==> config.mk <==
export PLATFORM = sky130hd
export DESIGN_NAME = neokeon_decrypt_core_flat
export DESIGN_NICKNAME = d
export VERILOG_FILES = /design/src/rtl/neokeon_pkg.sv /design/src/rtl/neokeon_decrypt_core_if.sv /design/src/rtl/neokeon_theta.sv /design/src/rtl/neokeon_decrypt_core.sv /design/src/flat_wrapper.sv
export SDC_FILE = /design/constraint.sdc
export NUM_CORES = 1
export LEC_CHECK = 0
export CAP_MARGIN = 20
export CELL_PAD_IN_SITES_DETAIL_PLACEMENT = 1
export CELL_PAD_IN_SITES_GLOBAL_PLACEMENT = 1
export CORE_ASPECT_RATIO = 1.2
export CORE_MARGIN = 5
export CORE_UTILIZATION = 43
export CTS_BUF_LIST = sky130_fd_sc_hd__clkbuf_4 sky130_fd_sc_hd__clkbuf_8
export CTS_CLUSTER_DIAMETER = 80
export DETAILED_ROUTE_END_ITERATION = 8
export PLACE_DENSITY_LB_ADDON = 0.1
export SKIP_CTS_REPAIR_TIMING = 1
export SLEW_MARGIN = 20
export SYNTH_ARGS = -nofsm -noshare
export SYNTH_HDL_FRONTEND = slang
export SYNTH_SLANG_ARGS = --single-unit
==> constraint.sdc <==
create_clock -name inClk -period 5 [get_ports inClk]
set_clock_uncertainty 0.2 [all_clocks]
set_input_delay 1.5 -clock inClk [delete_from_list [all_inputs] [get_ports inClk]]
set_output_delay 1.5 -clock inClk [all_outputs]
set_load 0.01 [all_outputs]
==> src/rtl/neokeon_pkg.sv <==
// Shared Noekeon types, round constants, FSM encoding and the Pi1/Gamma/Pi2 function blocks.
package neokeon_pkg;

    localparam int unsigned NR = 16;

    typedef logic [31:0]  word_t;
    typedef logic [127:0] state_t;

    localparam logic [7:0] RC [0:NR] = '{
        8'h80, 8'h1B, 8'h36, 8'h6C, 8'hD8, 8'hAB, 8'h4D, 8'h9A, 8'h2F,
        8'h5E, 8'hBC, 8'h63, 8'hC6, 8'h97, 8'h35, 8'h6A, 8'hD4
    };

    typedef enum logic [1:0] {
        StIdle,
        StKeyPrep,
        StRound,
        StFinal
    } fsm_t;

    function automatic word_t rotl32(input word_t x, input int unsigned n);
        return (x << n) | (x >> (32 - n));
    endfunction

    function automatic word_t rotr32(input word_t x, input int unsigned n);
        return (x >> n) | (x << (32 - n));
    endfunction

    function automatic state_t pi1(input state_t s);
        return {s[127:96], rotl32(s[95:64], 1), rotl32(s[63:32], 5), rotl32(s[31:0], 2)};
    endfunction

    function automatic state_t pi2(input state_t s);
        return {s[127:96], rotr32(s[95:64], 1), rotr32(s[63:32], 5), rotr32(s[31:0], 2)};
    endfunction

    function automatic state_t gamma(input state_t s);
        word_t a0, a1, a2, a3, t;
        {a0, a1, a2, a3} = s;
        a1 = a1 ^ (~a3 & ~a2);
        a0 = a0 ^ (a2 & a1);
        t  = a3;
        a3 = a0;
        a0 = t;
        a2 = a2 ^ a0 ^ a1 ^ a3;
        a1 = a1 ^ (~a3 & ~a2);
        a0 = a0 ^ (a2 & a1);
        return {a0, a1, a2, a3};
    endfunction

endpackage

==> src/rtl/neokeon_decrypt_core_if.sv <==
// Start/busy/done handshake and data bus of the Noekeon decryption core.
interface neokeon_decrypt_core_if;
    import neokeon_pkg::*;

    logic   inStart;
    state_t inKey;
    state_t inDataState;
    state_t outDataState;
    logic   outBusy;
    logic   outDone;

    modport master (
        output inStart, inKey, inDataState,
        input  outDataState, outBusy, outDone
    );

    modport slave (
        input  inStart, inKey, inDataState,
        output outDataState, outBusy, outDone
    );

endinterface

==> src/rtl/neokeon_theta.sv <==
// Combinational Noekeon Theta: linear diffusion with the key XOR in the middle.
module neokeon_theta
    import neokeon_pkg::*;
(
    input  state_t i_key,
    input  state_t i_state,
    output state_t o_state
);

    word_t w_a0, w_a1, w_a2, w_a3;
    word_t w_t0, w_t1;

    always_comb begin
        {w_a0, w_a1, w_a2, w_a3} = i_state;
        w_t0 = w_a0 ^ w_a2;
        w_t0 = w_t0 ^ rotl32(w_t0, 8) ^ rotr32(w_t0, 8);
        w_a1 = w_a1 ^ w_t0;
        w_a3 = w_a3 ^ w_t0;
        w_a0 = w_a0 ^ i_key[127:96];
        w_a1 = w_a1 ^ i_key[95:64];
        w_a2 = w_a2 ^ i_key[63:32];
        w_a3 = w_a3 ^ i_key[31:0];
        w_t1 = w_a1 ^ w_a3;
        w_t1 = w_t1 ^ rotl32(w_t1, 8) ^ rotr32(w_t1, 8);
        w_a0 = w_a0 ^ w_t1;
        w_a2 = w_a2 ^ w_t1;
        o_state = {w_a0, w_a1, w_a2, w_a3};
    end

endmodule

==> src/rtl/neokeon_decrypt_core.sv <==
// Iterative Noekeon-128 decryption core, direct-key mode, one round per clock.
// Optional NEOKEON_KEYCACHE_EN: reuse the prepared key when the raw key repeats.
module neokeon_decrypt_core
    import neokeon_pkg::*;
#(
    parameter int unsigned ROUNDS = NR
) (
    input logic                   inClk,
    input logic                   inRst,
    neokeon_decrypt_core_if.slave bus
);

    localparam logic [4:0] RcStart = 5'(ROUNDS);

    fsm_t       r_fsm, w_fsm_next;
    state_t     r_state, w_state_next;
    state_t     r_key, w_key_next;
    state_t     r_out, w_out_next;
    logic [4:0] r_rc_idx, w_rc_idx_next;
    logic       r_busy, w_busy_next;
    logic       r_done, w_done_next;

    state_t w_theta_key, w_theta_in, w_theta_out;
    state_t w_rc_mixed, w_round_out;
    logic   w_accept;

    assign w_accept = bus.inStart && !r_busy;

    // One Theta instance: key preparation during KEYPREP, state update otherwise.
    always_comb begin
        w_theta_key = r_key;
        w_theta_in  = r_state;
        if (r_fsm == StKeyPrep) begin
            w_theta_key = '0;
            w_theta_in  = r_key;
        end
    end

    neokeon_theta u_theta (
        .i_key   (w_theta_key),
        .i_state (w_theta_in),
        .o_state (w_theta_out)
    );

    assign w_rc_mixed  = w_theta_out ^ {24'h0, RC[r_rc_idx], 96'h0};
    assign w_round_out = pi2(gamma(pi1(w_rc_mixed)));

`ifdef NEOKEON_KEYCACHE_EN
    logic   r_cache_vld;
    state_t r_cache_raw;
    state_t r_cache_prep;
    logic   w_hit;

    assign w_hit = r_cache_vld && (bus.inKey == r_cache_raw);

    always_ff @(posedge inClk) begin
        if (inRst) begin
            r_cache_vld  <= 1'b0;
            r_cache_raw  <= '0;
            r_cache_prep <= '0;
        end else if (r_fsm == StKeyPrep) begin
            r_cache_vld  <= 1'b1;
            r_cache_raw  <= r_key;
            r_cache_prep <= w_theta_out;
        end
    end
`endif

    always_comb begin
        w_fsm_next    = r_fsm;
        w_state_next  = r_state;
        w_key_next    = r_key;
        w_out_next    = r_out;
        w_rc_idx_next = r_rc_idx;
        w_done_next   = 1'b0;
        unique case (r_fsm)
            StIdle: begin
                if (w_accept) begin
                    w_state_next = bus.inDataState;
                    w_key_next   = bus.inKey;
                    w_fsm_next   = StKeyPrep;
`ifdef NEOKEON_KEYCACHE_EN
                    if (w_hit) begin
                        w_key_next    = r_cache_prep;
                        w_rc_idx_next = RcStart;
                        w_fsm_next    = StRound;
                    end
`endif
                end
            end
            StKeyPrep: begin
                w_key_next    = w_theta_out;
                w_rc_idx_next = RcStart;
                w_fsm_next    = StRound;
            end
            StRound: begin
                w_state_next  = w_round_out;
                w_rc_idx_next = r_rc_idx - 5'd1;
                if (r_rc_idx == 5'd1) begin
                    w_fsm_next = StFinal;
                end
            end
            StFinal: begin
                // rc_idx has counted down to 0 here, so RC[0] is applied
                w_out_next  = w_rc_mixed;
                w_done_next = 1'b1;
                w_fsm_next  = StIdle;
            end
            default: w_fsm_next = StIdle;
        endcase
        // Busy covers the done cycle so a start alongside outDone is refused.
        w_busy_next = (w_fsm_next != StIdle) || w_done_next;
    end

    always_ff @(posedge inClk) begin
        if (inRst) begin
            r_fsm    <= StIdle;
            r_state  <= '0;
            r_key    <= '0;
            r_out    <= '0;
            r_rc_idx <= '0;
            r_busy   <= 1'b0;
            r_done   <= 1'b0;
        end else begin
            r_fsm    <= w_fsm_next;
            r_state  <= w_state_next;
            r_key    <= w_key_next;
            r_out    <= w_out_next;
            r_rc_idx <= w_rc_idx_next;
            r_busy   <= w_busy_next;
            r_done   <= w_done_next;
        end
    end

    assign bus.outDataState = r_out;
    assign bus.outBusy      = r_busy;
    assign bus.outDone      = r_done;

endmodule

==> src/flat_wrapper.sv <==
// flat-port wrapper written by rule: the top's interface ports become plain ports
module neokeon_decrypt_core_flat import neokeon_pkg::*;
#(
    parameter int unsigned ROUNDS = NR
)
  (inClk, inRst, bus_inStart, bus_inKey, bus_inDataState, bus_outDataState, bus_outBusy, bus_outDone);
  neokeon_decrypt_core_if bus_i ();
  input logic inClk;
  input logic inRst;
  input wire logic [$bits(bus_i.inStart)-1:0] bus_inStart;
  input wire logic [$bits(bus_i.inKey)-1:0] bus_inKey;
  input wire logic [$bits(bus_i.inDataState)-1:0] bus_inDataState;
  output wire logic [$bits(bus_i.outDataState)-1:0] bus_outDataState;
  output wire logic [$bits(bus_i.outBusy)-1:0] bus_outBusy;
  output wire logic [$bits(bus_i.outDone)-1:0] bus_outDone;
  assign bus_i.inStart = bus_inStart;
  assign bus_i.inKey = bus_inKey;
  assign bus_i.inDataState = bus_inDataState;
  assign bus_outDataState = bus_i.outDataState;
  assign bus_outBusy = bus_i.outBusy;
  assign bus_outDone = bus_i.outDone;
  neokeon_decrypt_core #(.ROUNDS(ROUNDS)) u_core (.inClk(inClk), .inRst(inRst), .bus(bus_i));
endmodule
==> results.py <==
metrics = {
    "yosys": {
        "synth_flop_cell": "dfxtp_1",
        "syn_area_per_cell_um2": 8.716,
        "yosys_register_bits": 393,
        "synth_top_cells_by_area": "dfxtp_1, xnor2_1, mux2i_1",
        "synth-async-reset-ratio_pct": 0,
        "netlist_area_um2": 26700,
        "synth_edf_count": 0,
        "synth.most_common_cell": "nor2_1",
        "synth_top_area_cell": "dfxtp_1",
        "ys_seq_area_share_pct": 29.47,
        "synth_commonest_cells": "nor2_1, xnor2_1, dfxtp_1, mux2i_1, nand2_1",
        "synth_fp_nets": 3349,
        "synth_top_cell_area_share_pct": 29.47,
        "yosysWarnings": 0,
        "syn_inst": 3063,
        "synth_cell_types": 66,
    },
    "place": {
        "dp_slack_ps": 381.6,
        "io_buffers": 388,
        "place.gp.congestion": 0.9096,
        "hpwl_mm": 86.90,
        "placed_cells": 4240,
    },
    "layout": {
        "fin_cells": 4375,
        "drive_above_1_share_pct": 10.80,
        "area_growth_pct": 27.15,
        "final_util_pct": 54.92,
        "layout.nets": 3788,
    },
    "floorplanning": {
        "die_x_um": 237.5,
        "die-area_um2": 67190,
        "core_um2": 61810,
        "initial_core_util_pct": 43.19,
        "rows": 100,
        "pin_count": 389,
        "die_h_um": 282.9,
    },
    "timing": {
        "slew_headroom_pct": 21.56,
        "tns_ps": 0,
        "worstMarginPinSlew_ps": 1177,
        "layout_min_cycle_time_ps": 4663,
        "drv_slew": 0,
        "period_share_pct": 93.26,
        "rsz0062_at_grt": "false",
        "timing.final.ws_setup_ps": 337.1,
        "max_freq_mhz": 214.5,
        "setup_viol": 0,
        "report.final.hold_viol_count": 0,
    },
    "setup_path": {
        "rr_endpoint": "u_core.r_state[9]",
        "r2r_cells": 14,
        "path_class": "flip-flop to flip-flop",
        "rrSetupSlack_ps": 340,
        "endpoint_kind": "flip-flop",
        "arrival_ps": 5040,
        "path_max_fanout": 47,
        "required_ps": 5380,
        "startpoint_type": "flip-flop",
        "regToRegStartpoint": "u_core.r_fsm[1]",
    },
    "clock_tree": {
        "cts_buffer_depth": 3,
        "cts_made_buffers": 76,
        "root_buffer": "clkbuf_8",
        "htreeDepth": 3,
        "clock_latency_ps": 670,
        "cts.clk_slew.worst_paths_ps": 60,
        "cts_sinks": 393,
        "cts_tree": "done",
    },
    "grt": {
        "grt_pass1_wl_mm": 169.6,
        "antenna_found_initial": 3,
        "grt_pass1_vias": 26265,
        "grt_overflow": 0,
        "grt_usage_pct": 32.79,
        "grt_max_degree": 160,
    },
    "drt": {
        "drt-pass1-iter-count": 6,
        "first_iter_violations": 1436,
        "vias_per_cell": 5.662,
        "drtAntennaViolNets": 0,
        "drc_errors": 0,
        "vias": 24770,
        "routed_wl_mm": 114.9,
        "routedWlPerCell_um": 26.27,
    },
    "worst_hold_path": {
        "hp-start": "u_core.r_state[44]",
        "hold_depth": 2,
        "hp-class": "flip-flop to flip-flop",
        "hold_end": "u_core.r_state[44]",
    },
    "run": {
        "drv_cap": 0,
    },
    "run_status": {
        "outcome": "completed",
    },
}
## layout by cell type, fill, tap and decap left out, drive strengths merged, types with 43 or more instances in the layout
cell type and n:
mux2i 213, o2bb2ai 69, a211oi 102, a22oi 72
dfxtp 393, clkbuf 119, a21oi 136, inv 46
nand2 188, clkdlybuf4s50 387, a211o 43, nor2 459
xnor2 464, o21ai 89, nor2b 141, xor2 180
buf 162
## worst max-delay path: stages, from the launching register on
cell and delay (ps):
dfxtp_1 370, inv_1 160, ha_4 410, buf_12 320, buf_4 290, nor2_1 100, xnor2_2 440, xor3_2 510
xnor2_2 240, ha_1 190, xor2_1 260, xor2_1 170, or3_1 350, a311o_1 350, a21oi_1 140
## layer usage
metal | vias to the layer above | GRT usage, % | wire length, um
li1 | 11371 | - | -
met1 | 12484 | 39.79 | 46860
met4 | 0 | 12.14 | 4747
met5 | - | 0 | 0
met3 | 195 | 4.368 | 5006
met2 | 720 | 58.99 | 58310
## logic make-up (layout without fill, tap and decap cells)
| kind of cell | after synthesis | in the layout | synth area share (%) |
|---|---|---|---|
| other | 0 | 2 | 0 |
| XOR/XNOR | 693 | 693 | 26.83 |
| AO/OA/AOI/OAI | 624 | 624 | 16.16 |
| flip-flops | 393 | 393 | 29.47 |
| adder cells (fa/ha/maj) | 27 | 27 | 1.265 |
| multiplexers | 217 | 217 | 8.436 |
| buffers and inverters | 233 | 727 | 3.440 |
| AND/OR/NAND/NOR | 876 | 876 | 14.40 |
## area by class of cell
cell class | count | area (um^2)
antenna | 2 | 5.005
multi-input combinational | 2437 | 17980
clock buffer | 119 | 1481
sequential | 393 | 7868
fill | 7180 | 27870
timing repair buffer | 549 | 5230
tap | 816 | 1021
clock inverter | 14 | 182.7
inverter | 45 | 173.9
## per-stage QoR
stage,cell area (um^2),hold slack (ps)
2_1_floorplan,26700,251.8
3_3_place_gp,32250,261.6
3_5_place_dp,32270,273.0
4_1_cts,33940,280.3
5_1_grt,33940,308.9
6_report,33940,281.6
## flip-flops by register name, summed over array words and instances, names as in the netlist
name,flops
u_core.bus.outDataState,128
u_core.r_key,128
u_core.r_state,128
u_core.r_rc_idx,5
u_core.r_fsm,2
u_core.bus.outBusy,1
u_core.bus.outDone,1
## worst max path at each step
stage,to,start,slack [ps]
2_1_floorplan,u_core.r_state[24],u_core.r_fsm[1],1080
3_3_place_gp,u_core.r_state[88],u_core.r_fsm[1],550
3_5_place_dp,u_core.r_state[24],u_core.r_fsm[1],380
5_1_grt,u_core.r_state[9],u_core.r_fsm[1],110
6_report,u_core.r_state[9],u_core.r_fsm[1],340
4_1_cts,u_core.r_state[24],u_core.r_fsm[1],370
Power is not shown: default switching activity piles up to over one toggle a cycle in this logic, so the estimate is an artifact.
